### src/rtl/cdb_arbiter_if.sv
// Common data bus: two result lanes driven by the arbiter and snooped by the
// ROB, reservation stations and rename table.
interface cdb_if #(
    parameter int TAG_WIDTH = 6
) ();
    logic [1:0]                valid;
    logic [1:0][TAG_WIDTH-1:0] tag;
    logic [1:0][31:0]          data;
    logic [1:0]                exception;

    modport producer (output valid, tag, data, exception);
    modport consumer (input  valid, tag, data, exception);
endinterface

### src/rtl/cdb_arbiter.sv
// CDB arbiter: buffers functional-unit results in per-FU FIFOs and grants up
// to two of them per cycle, round-robin, onto the registered CDB lanes.
// Lane 1 is only ever used when lane 0 is used, so consumers see packed lanes.
module cdb_arbiter #(
    parameter int N_FU      = 4,
    parameter int DEPTH     = 2,
    parameter int TAG_WIDTH = 6
) (
    input  logic                           clk,
    input  logic                           rst_n,
    input  logic                           flush,
    input  logic [N_FU-1:0]                fu_valid_i,
    output logic [N_FU-1:0]                fu_ready_o,
    input  logic [N_FU-1:0][TAG_WIDTH-1:0] fu_tag_i,
    input  logic [N_FU-1:0][31:0]          fu_data_i,
    input  logic [N_FU-1:0]                fu_exc_i,
    cdb_if.producer                        cdb
);

    localparam int IDX_W = $clog2(N_FU);
    localparam int PTR_W = $clog2(DEPTH);
    localparam int CNT_W = PTR_W + 1;
    localparam int ENT_W = 1 + TAG_WIDTH + 32;

    localparam logic [CNT_W-1:0] FULL     = CNT_W'(DEPTH);
    localparam logic [IDX_W-1:0] LAST_IDX = IDX_W'(N_FU - 1);

    // Stage 0: per-FU result FIFOs; entry layout is {exception, tag, data}
    logic [ENT_W-1:0] mem_p0  [N_FU][DEPTH];
    logic [PTR_W-1:0] wptr_p0 [N_FU];
    logic [PTR_W-1:0] rptr_p0 [N_FU];
    logic [CNT_W-1:0] cnt_p0  [N_FU];
    logic [IDX_W-1:0] rr_ptr;

    logic [N_FU-1:0]            push;
    logic [N_FU-1:0]            pop;
    logic [1:0]                 gnt_vld;
    logic [1:0][IDX_W-1:0]      gnt_idx;
    logic [1:0][ENT_W-1:0]      head;
    logic [IDX_W-1:0]           last_idx;
    logic [IDX_W-1:0]           rr_nxt;
    int                         scan_idx;

    // Round-robin scan from rr_ptr: first non-empty FIFO feeds lane 0, second lane 1
    always_comb begin
        gnt_vld  = '0;
        gnt_idx  = '0;
        scan_idx = 0;
        for (int k = 0; k < N_FU; k++) begin
            scan_idx = int'(rr_ptr) + k;
            if (scan_idx >= N_FU) begin
                scan_idx = scan_idx - N_FU;
            end
            if (cnt_p0[scan_idx] != '0) begin
                if (!gnt_vld[0]) begin
                    gnt_vld[0] = 1'b1;
                    gnt_idx[0] = IDX_W'(scan_idx);
                end else if (!gnt_vld[1]) begin
                    gnt_vld[1] = 1'b1;
                    gnt_idx[1] = IDX_W'(scan_idx);
                end
            end
        end
    end

    // Head entries of the granted FIFOs and the pointer the next scan starts from
    always_comb begin
        head[0]  = mem_p0[gnt_idx[0]][rptr_p0[gnt_idx[0]]];
        head[1]  = mem_p0[gnt_idx[1]][rptr_p0[gnt_idx[1]]];
        last_idx = gnt_vld[1] ? gnt_idx[1] : gnt_idx[0];
        rr_nxt   = (last_idx == LAST_IDX) ? '0 : last_idx + 1'b1;
    end

    // Ready depends only on registered occupancy; push/pop strobes per FU
    always_comb begin
        fu_ready_o = '0;
        push       = '0;
        pop        = '0;
        for (int i = 0; i < N_FU; i++) begin
            fu_ready_o[i] = (cnt_p0[i] != FULL);
            push[i]       = fu_valid_i[i] && fu_ready_o[i];
            pop[i]        = (gnt_vld[0] && (gnt_idx[0] == IDX_W'(i))) ||
                            (gnt_vld[1] && (gnt_idx[1] == IDX_W'(i)));
        end
    end

    // FIFO control and round-robin pointer; flush discards everything in flight
    always_ff @(posedge clk) begin
        if (!rst_n || flush) begin
            rr_ptr <= '0;
            for (int i = 0; i < N_FU; i++) begin
                cnt_p0[i]  <= '0;
                wptr_p0[i] <= '0;
                rptr_p0[i] <= '0;
            end
        end else begin
            if (gnt_vld[0]) begin
                rr_ptr <= rr_nxt;
            end
            for (int i = 0; i < N_FU; i++) begin
                if (push[i]) begin
                    wptr_p0[i] <= wptr_p0[i] + 1'b1;
                end
                if (pop[i]) begin
                    rptr_p0[i] <= rptr_p0[i] + 1'b1;
                end
                cnt_p0[i] <= cnt_p0[i] + CNT_W'(push[i]) - CNT_W'(pop[i]);
            end
        end
    end

    // FIFO storage writes; contents are only meaningful under the counters
    always_ff @(posedge clk) begin
        for (int i = 0; i < N_FU; i++) begin
            if (push[i]) begin
                mem_p0[i][wptr_p0[i]] <= {fu_exc_i[i], fu_tag_i[i], fu_data_i[i]};
            end
        end
    end

    // Stage 1: CDB lane registers; payload holds when its lane is not granted
    always_ff @(posedge clk) begin
        if (!rst_n) begin
            cdb.valid     <= '0;
            cdb.tag       <= '0;
            cdb.data      <= '0;
            cdb.exception <= '0;
        end else if (flush) begin
            cdb.valid <= '0;
        end else begin
            cdb.valid <= gnt_vld;
            for (int k = 0; k < 2; k++) begin
                if (gnt_vld[k]) begin
                    cdb.exception[k] <= head[k][ENT_W-1];
                    cdb.tag[k]       <= head[k][32 +: TAG_WIDTH];
                    cdb.data[k]      <= head[k][31:0];
                end
            end
        end
    end

endmodule

### src/flat_wrapper.sv
// flat-port wrapper written by rule: the top's interface ports become plain ports
module cdb_arbiter_flat 
#(
    parameter int N_FU      = 4,
    parameter int DEPTH     = 2,
    parameter int TAG_WIDTH = 6
)
  (clk, rst_n, flush, fu_valid_i, fu_ready_o, fu_tag_i, fu_data_i, fu_exc_i, cdb_valid, cdb_tag, cdb_data, cdb_exception);
  cdb_if #(.TAG_WIDTH(TAG_WIDTH)) cdb_i ();
  input  logic clk;
  input  logic rst_n;
  input  logic flush;
  input  logic [N_FU-1:0] fu_valid_i;
  output logic [N_FU-1:0] fu_ready_o;
  input  logic [N_FU-1:0][TAG_WIDTH-1:0] fu_tag_i;
  input  logic [N_FU-1:0][31:0] fu_data_i;
  input  logic [N_FU-1:0] fu_exc_i;
  output wire logic [$bits(cdb_i.valid)-1:0] cdb_valid;
  output wire logic [$bits(cdb_i.tag)-1:0] cdb_tag;
  output wire logic [$bits(cdb_i.data)-1:0] cdb_data;
  output wire logic [$bits(cdb_i.exception)-1:0] cdb_exception;
  assign cdb_valid = cdb_i.valid;
  assign cdb_tag = cdb_i.tag;
  assign cdb_data = cdb_i.data;
  assign cdb_exception = cdb_i.exception;
  cdb_arbiter #(.N_FU(N_FU), .DEPTH(DEPTH), .TAG_WIDTH(TAG_WIDTH)) u_core (.clk(clk), .rst_n(rst_n), .flush(flush), .fu_valid_i(fu_valid_i), .fu_ready_o(fu_ready_o), .fu_tag_i(fu_tag_i), .fu_data_i(fu_data_i), .fu_exc_i(fu_exc_i), .cdb(cdb_i));
endmodule
### config.mk
export PLATFORM = sky130hd
export DESIGN_NAME = cdb_arbiter_flat
export DESIGN_NICKNAME = d
export VERILOG_FILES = /design/src/rtl/cdb_arbiter_if.sv /design/src/rtl/cdb_arbiter.sv /design/src/flat_wrapper.sv
export SDC_FILE = /design/constraint.sdc
export NUM_CORES = 1
export LEC_CHECK = 0
export ABC_AREA = 1
export BUFFER_PORTS_ARGS = -buffer_cell sky130_fd_sc_hd__buf_2
export CAP_MARGIN = 20
export CELL_PAD_IN_SITES_DETAIL_PLACEMENT = 0
export CELL_PAD_IN_SITES_GLOBAL_PLACEMENT = 1
export CORE_AREA = 2 2 296 298
export CTS_CLUSTER_SIZE = 28
export DETAILED_ROUTE_END_ITERATION = 7
export DIE_AREA = 0 0 298 300
export PLACE_DENSITY_LB_ADDON = 0.15
export SLEW_MARGIN = 30
export SYNTH_ARGS = -nofsm -noshare
export SYNTH_HDL_FRONTEND = slang
export SYNTH_SLANG_ARGS = --single-unit
### constraint.sdc
create_clock -name clk -period 8.06 [get_ports clk]
set_input_delay 1.612 -clock clk [delete_from_list [all_inputs] [get_ports clk]]
set_output_delay 1.612 -clock clk [all_outputs]
set_load 0.02 [all_outputs]
==> results of run 1 <==
-- cell usage after synthesis --
cell	n	area, sq um
nand4_1	4	25.0
a21oi_1	46	230
ha_1	10	125
nand3b_1	78	586
or2_2	4	25.0
dfxtp_1	92	1840
o21ai_0	4	20.0
nand3_2	4	40.0
xor2_1	1	8.76
buf_1	9	33.8
edfxtp_1	320	9610
nand2_1	1189	4460
o22ai_1	1	6.26
inv_4	1	6.26
o21ai_2	1	8.76
nor2_4	1	11.3
o21ai_1	2	10.0
nor3_1	6	30.0
nor2_2	2	12.5
xnor2_1	4	35.0
nor2_1	62	233
clkbuf_1	50	188
buf_2	94	470
inv_2	10	37.5
o21a_1	40	300
buf_4	18	135
buf_6	5	56.3
nand3_4	2	35.0
nand2_4	3	33.8
nor3_2	1	10.0
nand3_1	417	2090
inv_1	159	597
a21oi_2	1	8.76
nand2_2	9	56.3
-- metal layers --
| metal | vias up | GRT usage, % |
|---|---|---|
| met4 | 2 | 4.57 |
| li1 | 8957 | - |
| met1 | 9101 | 26.2 |
| met3 | 110 | 2.71 |
| met5 | - | 0 |
| met2 | 518 | 32.9 |
-- flip-flops by register name (all words and copies together) (netlist names), 4 cells and up, named ones only --
name,flops
u_core.cdb.data,64
u_core.cdb.tag,12
u_core.cnt_p0,8
u_core.mem_p0,312
u_core.rptr_p0,4
u_core.wptr_p0,4
-- area by class of cell --
class / instances / area, sq um / share of cell area [%]
sequential: 412 / 11500 / 45.0
multi-input combinational: 1892 / 8550 / 33.6
timing repair buffer: 280 / 1570 / 6.16
clock buffer: 72 / 1470 / 5.78
tap: 1155 / 1450 / 5.68
inverter: 170 / 651 / 2.56
clock inverter: 24 / 279 / 1.10
antenna: 6 / 15.0 / 0.0591
-- cell usage in the layout (no fill, tap or decap), types with 24 or more instances in the layout --
| master | count |
|---|---|
| nand2_1 | 1186 |
| nand3_1 | 417 |
| edfxtp_1 | 320 |
| buf_2 | 246 |
| inv_1 | 157 |
| dfxtp_1 | 92 |
| nand3b_1 | 78 |
| clkbuf_16 | 54 |
| nor2_1 | 52 |
| a21oi_1 | 46 |
| o21a_1 | 40 |
| buf_4 | 24 |
-- critical path, cell delays in order (launching register included) --
cell,delay [ns]
dfxtp_1,0.34
nor2_1,0.24
nand2_1,0.08
nand3_1,0.07
nand2_1,0.18
ha_1,0.33
inv_1,0.06
nand3_1,0.07
nand2_1,0.07
nand2_1,0.06
nand2_1,0.16
nand2_4,0.41
nand2_8,0.68
nor2_4,0.24
buf_16,0.26
nand2_1,0.06
nand2_1,0.08
nor2_4,0.55
buf_4,0.51
nand2_1,0.10
nand3_1,0.14
a21oi_1,0.08
-- cells by family after synthesis --
logic type	synth area share, %
flip-flops	53.6
buffers and inverters	7.13
AO/OA/AOI/OAI	2.73
XOR/XNOR	0.205
AND/OR/NAND/NOR	35.8
adder cells (fa/ha/maj)	0.585
-- path summary, 6_finish.rpt --
path / slack (ns) / endpoint / depth (start not counted) / startpoint
worst max-delay path: 3.00 / u_core.cdb.data[18]$_SDFFE_PN0P_ / 21 / u_core.cnt_p0[1][1]$_SDFF_PP0_
worst min-delay path: 0.48 / u_core.cdb.data[11]$_SDFFE_PN0P_ / 2 / u_core.cdb.data[11]$_SDFFE_PN0P_
worst max register to register: 3.00 / u_core.cdb.data[18]$_SDFFE_PN0P_ / 21 / u_core.cnt_p0[1][1]$_SDFF_PP0_
worst min register to register: 0.48 / u_core.cdb.data[11]$_SDFFE_PN0P_ / 2 / u_core.cdb.data[11]$_SDFFE_PN0P_
-- stage by stage --
step | cells | worst slack (ns) | util (%) | hold WS (ns) | cell area, sq um
final | 4011 | 3.00 | 29.5 | 0.482 | 25400
after global routing | 4006 | 2.66 | 29.5 | 0.511 | 25400
after CTS | 4005 | 2.97 | 29.5 | 0.496 | 25400
after detailed placement | 3909 | 2.99 | 27.4 | 0.486 | 23700
after global placement | 3906 | 3.03 | 27.3 | 0.493 | 23600
after floorplan | 2650 | 4.25 | - | 0.527 | 21400
==> results.md, run 1 <==
- Post-DRT Antenna Nets: 0
- DR iter-0 viols: around 1400
- Worst slew pin tran: 1.04 ns
- Max Cap Violations: 0
- Worst Path Required: 8.52 ns
- Yosys cell types: 34
- Post-CTS resize count: 0
- Startpoint types: flip-flop
- Final period utilization: 62.8%
- Ports: 247
- Yosys warns: 0
- Max layer used: met5
- Clk root buf: clkbuf_16
- Setup bufs post-CTS: 0
- Clk_skew: 0.0116 ns
- WS Path Type: reg2reg
- Core area: 86200 sq um
- Wire length per cell: 22.1 um
- M1 wire length: 40600 um
- Met2 Wirelength: between 40000 and 50000 um
- Die Span X: roughly 300 um
- Initial antenna violation count: 6
- CTS Sinks: 412
- Number of global-route vias before repair: 18500
- Area Overhead vs Synth: 18.9%
- Via count: 18700
- Syn Area/Cell: 8.07 sq um
- Syn nets: 2823
- Setup TNS: 0 ns
- Slew HR: between 30% and 40%
- Buffers on Ports: about 250
- Worst skew pair latency: 0.60 ns
- Clk pin slew, worst setup/hold paths: 0.06 ns
- Outcome: finished, final reports clean
- Crit path DAT: 5.51 ns
- Metal3 WL: 4310 um
- Drt via density: about 4.7
- Routed wire length: 88700 um
- FP Rows: 108
- Gate Count Post-Synth: 2650
- CTS tree: built
- Grt ovf: 0
- Hold/Removal Path Class: reg2reg
- Final Hold Viols: 0
- RSZ-0062 raised after global routing: false
- Ratio of cells with drive above 1 in the final layout: between 10% and 20%
- Die Span Y: 300 um
- Fin. max-slew vios: 0
- Post-synthesis cell area: 21400 sq um
- All-layer global routing usage: 19.4%
- Initial core utilization: 24.8%
- Fin nets: 2981
- CTS buffer count: 52
- H-tree Lvls: 2
- Clk buf depth: 3
- Peak Freq: 0.198 GHz
- Fillcell total: 9306
- Crit Path Max Fanout: 83
- CP endpoint kind: flip-flop
- First-pass GRT wire length: 127000 um
- Sequential share of the synthesized area: ~54%
- DIE AREA: 89400 sq um
- Synthesis-stage register bit count: 412
- Hold_buf cts: 0
- Largest net degree at the start of global routing: 92
- # DRC: 0
- Dpl hpwl: 51400 um
- Placer congestion estimate: 0.799
- TritonRoute pass-1 iters: 6
- Endpoints failing setup: 0
- Final worst path period need: 5.06 ns
Power of run 1 is not shown: default switching activity piles up to over one toggle a cycle in this logic, so the estimate is an artifact.
==> run 2, diff against run 1 <==
--- a/config.mk
+++ b/config.mk
@@ -5,15 +5,15 @@
 export SDC_FILE = /design/constraint.sdc
 export NUM_CORES = 1
 export LEC_CHECK = 0
-export ABC_AREA = 1
+export ABC_AREA = 0
 export BUFFER_PORTS_ARGS = -buffer_cell sky130_fd_sc_hd__buf_2
 export CAP_MARGIN = 20
 export CELL_PAD_IN_SITES_DETAIL_PLACEMENT = 0
 export CELL_PAD_IN_SITES_GLOBAL_PLACEMENT = 1
-export CORE_AREA = 2 2 296 298
+export CORE_AREA = 2 2 280 282
 export CTS_CLUSTER_SIZE = 28
 export DETAILED_ROUTE_END_ITERATION = 7
-export DIE_AREA = 0 0 298 300
+export DIE_AREA = 0 0 282 284
 export PLACE_DENSITY_LB_ADDON = 0.15
 export SLEW_MARGIN = 30
 export SYNTH_ARGS = -nofsm -noshare
==> constraint.sdc (replaced) <==
create_clock -name clk -period 4.37 [get_ports clk]
set_input_delay 0.874 -clock clk [delete_from_list [all_inputs] [get_ports clk]]
set_output_delay 0.874 -clock clk [all_outputs]
set_load 0.02 [all_outputs]
==> run 2 against run 1 <==
  * Worst setup slack lost 2.4 ns
  * Routed wire length down 20%
  * Worst hold slack got worse by 0.017 ns
  * Maximum frequency increased by 35%
  * First-iteration DRC count fell by 42%
  * Synthesized cell count shrank 43%
  * Via count decreased by 27%
  * Register-to-register slack worse by 2.4 ns
  * Clock skew increased by 0.012 ns
  * Sequential cell count unchanged
  * Synthesized area fell by 11%
==> results.md, run 2 <==
- Outcome: finished, final reports clean
- Fin. max-slew vios: 0
- FP Rows: 102
- H-tree Lvls: 2
- Yosys cell types: 48
- Synth Area in Simple Gates: under 10%
- Via count: 13700
- Synthesis-stage register bit count: 412
- Commonest cells in the netlist: 320 x edfxtp_1, 150 x o211ai_1, 101 x nand2_1, 95 x nor2_1, 93 x inv_1
- Drt via density: between 4 and 5
- Compound-Gate Fraction of Synth Area: between 10% and 20%
- Hold_buf cts: 0
- Clk pin slew, worst setup/hold paths: 0.06 ns
- Initial antenna violation count: 13
- RSZ-0062 raised after global routing: false
- Max IR drop VDD: 0.000862 V
- Startpoint types: flip-flop
- Placer congestion estimate: 0.840
- Yosys warns: 0
- Endpoints failing setup: 0
- Hold_sp: fu_tag_i[18]
- Ratio of cells with drive above 1 in the final layout: 29.6%
- Clk_skew: 0.0235 ns
- Final Hold Viols: 0
- Pre-CTS WS: 0.625 ns
- Core area: 77000 sq um
- Slew HR: 36.7%
- Initial core utilization: about 25%
- Worst slew pin tran: 0.950 ns
- CTS buffer count: 50
- DR iter-0 viols: 795
- Most common cell after layout, fill and taps aside: edfxtp_1
- Fillcell total: 7805
- Slowest CP cell: a31oi_1
- Setup bufs post-CTS: 0
- Number of global-route vias before repair: 14100
- Synth Area in XOR/XNOR: less than 1%
- Ports: 247
- First-pass GRT wire length: 101000 um
- Dpl hpwl: 43600 um
- Setup TNS: 0 ns
- CTS Sinks: 412
- Routed wire length: a little over 70000 um
- Most frequent cell on the critical path: ha_1
- Largest net degree at the start of global routing: just under 100
- Area Overhead vs Synth: 22.7%
- Hold/Removal Path Class: in2reg
- Buffers on Ports: 246
- Peak Freq: approximately 0.27 GHz
- Final worst path period need: between 3 and 4 ns
- Commonest non-fill, non-tap cells in the layout: 320 x edfxtp_1, 245 x buf_2, 150 x o211ai_1
- CP Launch Point: u_core.cnt_p0[2][1]$_SDFF_PP0_
- Max FFs per register: 312
- Max Cap Violations: 0
- Fin nets: 1906
- Wire length per cell: 25.1 um
- Synth area leader: edfxtp_1
- Clk buf depth: 3
- Grt ovf: 0
- CTS tree: built
- Mux cell area share after synthesis: 12.9%
- All-layer global routing usage: between 10% and 20%
- Crit path DAT: 4.18 ns
- Final period utilization: a little under nine tenths
- Top-count cell post-synth: edfxtp_1
- Post-Synth Adder-Cell Area: 0.707%
- Share of synthesized registers carrying an async set or reset: 0%
- Critical Path Max Stage Delay: 0.50 ns
- Cell Chain, Critical Path: nor2_1 > a31oi_1 > nand2_2 > inv_2 > ha_1 > a221o_1 > nand2_4 > nor2b_1 > a31oi_1 > inv_1 > ha_1 > inv_1 > ha_1 > xor2_1 > xnor2_1 > nor2_1
- Reg2reg start: u_core.cnt_p0[2][1]$_SDFF_PP0_
- Worst Path Required: between 4 and 5 ns
- Die Span Y: 284 um
- Sequential share of the synthesized area: 59.9%
- Clk root buf: clkbuf_16
- Largest cells by area after synthesis: edfxtp_1 50%, dfxtp_1 9.6%, o211ai_1 5.9%
- Die Span X: 282 um
- CP endpoint kind: flip-flop
- WS Path Type: reg2reg
- Final WS setup: 0.636 ns
- Main synth FF type: edfxtp_1
- Largest family of logic cells by synthesized area: compound AO/OA/AOI/OAI gates
- Syn Area/Cell: ~13 sq um
- # DRC: 0
- Crit Path Max Fanout: 7
- Worst skew pair latency: 0.60 ns
- Post-DRT Antenna Nets: 0
- TritonRoute pass-1 iters: 5
- Post-synthesis cell area: 19100 sq um
- Pwr/cell area: 969 nW/um^2
- Gate Count Post-Synth: ~1500
- Syn nets: 1694
- Post-CTS resize count: 0
- Pleak: 0.00853 uW
- Critical path's top delay family: compound AO/OA/AOI/OAI gates
- DIE AREA: 80100 sq um
- Worst Path Buf+Inv: 3
- Area share of the largest cell type after synthesis: 50.3%
- Number of synthesized flops with an enable pin: 320
## run 2: changes by cell type in the layout (fill, tap and decap cells not counted), sizes merged, moves of 39 or more
cell | before | now
nand2 | 1201 | 102
nand3b | 78 | 0
o211ai | 0 | 159
nand3 | 423 | 1
a31oi | 0 | 84
o21ai | 7 | 84
mux2i | 0 | 45
mux4 | 0 | 45
mux2 | 0 | 89
inv | 170 | 94
o21a | 40 | 1
a211o | 0 | 39
## run 2: where the power goes
group,switching (uW),internal (uW)
clock,1710,2610
sequential,358,4920
combinational,8210,4910
total,10300,12400
## run 2: worst paths after layout
path,slack [ns],cells past startpoint,endpoint
max reg2reg,0.64,16,u_core.cnt_p0[1][1]$_SDFF_PP0_
min reg2reg,0.55,2,u_core.cdb.data[21]$_SDFFE_PN0P_
max,0.64,16,u_core.cnt_p0[1][1]$_SDFF_PP0_
min,0.47,1,u_core.mem_p0[3][71]$_DFFE_PP_
## run 2: per-layer routing
| metal | up-vias | global-route usage [%] | wire length, um |
|---|---|---|---|
| li1 | 6264 | - | - |
| met1 | 6993 | 23.9 | 32400 |
| met2 | 348 | 28.8 | 33800 |
| met3 | 97 | 2.87 | 3160 |
| met4 | 14 | 3.67 | 1230 |
| met5 | - | 0 | 78 |
## run 2: kinds of logic (layout without fill, tap and decap cells)
family | Yosys count | after routing
adders and majority gates | 11 | 11
DFF | 412 | 412
buffers and inverters | 221 | 473
other | 0 | 1
muxes | 179 | 179
and+or+nand+nor | 232 | 232
xor gates and xnor gates | 11 | 11
AOI/OAI and AO/OA | 455 | 455
## run 2: worst register-to-register path, cell delays in order (launching register included)
cell and delay [ns]:
dfxtp_1 0.37, nor2_1 0.14, a31oi_1 0.50, nand2_2 0.30
inv_2 0.21, ha_1 0.26, a221o_1 0.38, nand2_4 0.15
nor2b_1 0.07, a31oi_1 0.27, inv_1 0.13, ha_1 0.29
inv_1 0.04, ha_1 0.17, xor2_1 0.15, xnor2_1 0.13
nor2_1 0.05
## run 2: layout make-up
class                      instances  area, sq um  share of cell area, %
antenna                            1         2.50                 0.0107
clock buffer                      71         1460                   6.23
clock inverter                    21          244                   1.04
inverter                          94          353                   1.50
multi-input combinational        888         6910                   29.5
sequential                       412        11500                   48.8
tap                             1040         1300                   5.55
timing repair buffer             287         1730                   7.36
## run 2: per-stage QoR
stage	power (uW)	cell area [sq um]	hold slack [ns]	cells	utilization [%]
after floorplan	14400	19100	0.520	1521	-
after global placement	18700	21600	0.537	2717	28.1
after detailed placement	18700	21700	0.541	2721	28.3
after CTS	23100	23400	0.427	2813	30.5
after global routing	24200	23400	0.435	2813	30.5
final	22700	23400	0.466	2814	30.5
(Power assumes the default switching activity.)
==> run 3, diff against run 2 <==
--- a/config.mk
+++ b/config.mk
@@ -5,11 +5,8 @@
 export SDC_FILE = /design/constraint.sdc
 export NUM_CORES = 1
 export LEC_CHECK = 0
-export ABC_AREA = 0
 export BUFFER_PORTS_ARGS = -buffer_cell sky130_fd_sc_hd__buf_2
 export CAP_MARGIN = 20
-export CELL_PAD_IN_SITES_DETAIL_PLACEMENT = 0
-export CELL_PAD_IN_SITES_GLOBAL_PLACEMENT = 1
 export CORE_AREA = 2 2 280 282
 export CTS_CLUSTER_SIZE = 28
 export DETAILED_ROUTE_END_ITERATION = 7
==> run 3 against run 2 <==
  * Sequential share of layout area is 0.18 points higher
  * Worst setup slack worse by 0.026 ns
  * Combinational power hardly changed
  * Via count is 0.17% lower
  * Clock-buffer cell count is 5 lower
  * Final cell count is 0.28% lower
  * Total power is 1.0% lower
  * Utilization is 0.11 points lower
  * Highest routed layer unchanged
  * Critical path depth is 4 lower
  * Final area is 0.37% lower
  * Die area stayed put
  * Global-route usage is 0.33 points lower
==> results.md, run 3 (synthesis gave the netlist of run 2 again) <==
- Worst skew pair latency: 0.60 ns
- # DRC: 0
- Crit Path Max Fanout: 32
- Placer congestion estimate: 0.813
- Via count: 13700
- Clk buf depth: 3
- Commonest non-fill, non-tap cells in the layout: 320 x edfxtp_1, 245 x buf_2, 150 x o211ai_1
- Ports: 247
- Area Overhead vs Synth: 22.2%
- Startpoint types: flip-flop
- Cell Chain, Critical Path: nor2_1 > a31oi_1 > nand2_2 > inv_2 > ha_1 > inv_1 > o2bb2ai_1 > mux2_2 > mux4_4 > buf_12 > o211ai_1 > a31oi_1
- Fin. max-slew vios: 0
- H-tree Lvls: 2
- Crit path DAT: 4.18 ns
- Fin area: 23400 sq um
- Hold_buf cts: 0
- CTS tree: built
- Critical Path Max Stage Delay: 0.81 ns
- FP Rows: 102
- Most frequent cell on the critical path: a31oi_1
- Slew HR: 37.8%
- Initial antenna violation count: 10
- Grt ovf: 0
- Worst reg-to-reg setup slack: 0.61 ns
- TritonRoute pass-1 iters: 6
- Max FFs per register: 312
- WS Path Type: reg2reg
- Placed Area: 21700 sq um
- RSZ-0062 raised after global routing: false
- Routed wire length: 69500 um
- Endpoints failing setup: 0
- Final worst path period need: 3.76 ns
- Core area: 77000 sq um
- Worst Path Required: 4.79 ns
- All-layer global routing usage: around 17%
- Number of global-route vias before repair: 13900
- Drt via density: slightly below 5
- Die Span X: between 200 and 300 um
- Clk pin slew, worst setup/hold paths: 0.06 ns
- Hold slack: 0.460 ns
- Fin nets: 1900
- CTS buffer count: 50
- R2R depth: 12
- CTS Sinks: 412
- Pleak: about 0.0085 uW
- Post-layout util: between 30% and 40%
- DR iter-0 viols: 830
- Worst R2R End: u_core.cdb.data[57]$_SDFFE_PN0P_
- Dpl hpwl: 41900 um
- Outcome: finished, final reports clean
- Fillcell total: 7779
- DIE AREA: 80100 sq um
- Pwr/cell area: 963 nW/um^2
- Hold path cells: 1
- First-pass GRT wire length: roughly 100000 um
- Worst slew pin tran: 0.931 ns
- Hold_sp: fu_tag_i[16]
- Max IR drop VDD: 0.00106 V
- Final period utilization: 86.0%
- Final Hold Viols: 0
- Wire length per cell: between 20 and 25 um
- Clk root buf: clkbuf_16
- Initial core utilization: 24.8%
- Peak Freq: 0.266 GHz
- Largest net degree at the start of global routing: 192
- Die Span Y: 284 um
- Ratio of cells with drive above 1 in the final layout: 29.0%
- Hold/Removal Path Class: in2reg
- Reg2reg start: u_core.cnt_p0[2][1]$_SDFF_PP0_
- Max Cap Violations: 0
- Slowest CP cell: mux4_4
- Most common cell after layout, fill and taps aside: edfxtp_1
- Setup bufs post-CTS: 0
- Setup TNS: 0 ns
- Buffers on Ports: 246
- Post-CTS resize count: 0
- Endpoint, Worst Hold: u_core.mem_p0[2][36]$_DFFE_PP_
- Clk_skew: 0.0276 ns
- CP endpoint kind: flip-flop
- Post-DRT Antenna Nets: 0
## run 3: cell types whose count changed in the layout (fill, tap and decap cells not counted)
cell / change
clkinv_2: +2
buf_4: -11
clkbuf_8: -7
nor2b_1: +1
nor2b_2: -1
buf_16: +1
clkbuf_1: +3
buf_12: +4
clkinv_8: -1
clkinv_1: +1
diode_2: +1
clkbuf_16: -1
## run 3: how the worst max path moves through the flow
stage,start,endpoint,slack [ns],depth (start not counted)
after floorplan,u_core.cnt_p0[3][1]$_SDFF_PP0_,u_core.cnt_p0[2][1]$_SDFF_PP0_,0.99,16
after global placement,u_core.cnt_p0[2][1]$_SDFF_PP0_,u_core.cdb.data[33]$_SDFFE_PN0P_,0.72,12
after global routing,u_core.cnt_p0[2][1]$_SDFF_PP0_,u_core.cdb.data[36]$_SDFFE_PN0P_,0.36,12
after CTS,u_core.cnt_p0[2][1]$_SDFF_PP0_,u_core.cdb.data[57]$_SDFFE_PN0P_,0.65,12
after detailed placement,u_core.cnt_p0[2][1]$_SDFF_PP0_,u_core.cdb.data[38]$_SDFFE_PN0P_,0.66,12
final,u_core.cnt_p0[2][1]$_SDFF_PP0_,u_core.cdb.data[57]$_SDFFE_PN0P_,0.61,12
## run 3: final cells by class
cell class | count | area [sq um] | area share, %
sequential | 412 | 11500 | 49.0
inverter | 94 | 353 | 1.51
clock buffer | 66 | 1350 | 5.78
antenna | 2 | 5.00 | 0.0214
multi-input combinational | 888 | 6910 | 29.6
timing repair buffer | 281 | 1750 | 7.50
clock inverter | 23 | 241 | 1.03
tap | 1040 | 1300 | 5.57
## run 3: routing by layer
layer  GRT usage [%]  up-vias  routed length (um)
met2            28.5      398               33100
met1            22.7     6914               31100
met3            3.28      108                3730
met5               0        -                  70
li1                -     6260                   -
met4            4.15       12                1600
## run 3: stage by stage
step	power, uW	instances	setup WS (ns)
after floorplan	14400	1521	0.988
after global placement	18400	2710	0.720
after detailed placement	18500	2714	0.657
after CTS	22800	2803	0.652
after global routing	24100	2805	0.365
final	22500	2806	0.610
## run 3: critical path: cells and delay by family, from the launching register on
| family | cells | cell delay, ns |
|---|---|---|
| multiplexers | 2 | 1.11 |
| adder cells (fa/ha/maj) | 1 | 0.16 |
| AND/OR/NAND/NOR | 2 | 0.42 |
| flip-flops | 1 | 0.38 |
| AO/OA/AOI/OAI | 4 | 0.99 |
| buffers and inverters | 3 | 0.50 |
## run 3: power breakdown
part,total (uW),internal (uW),switching (uW),leakage (uW)
sequential,5270,4920,351,0.00377
combinational,13100,4970,8090,0.00393
clock,4160,2450,1710,0.000776
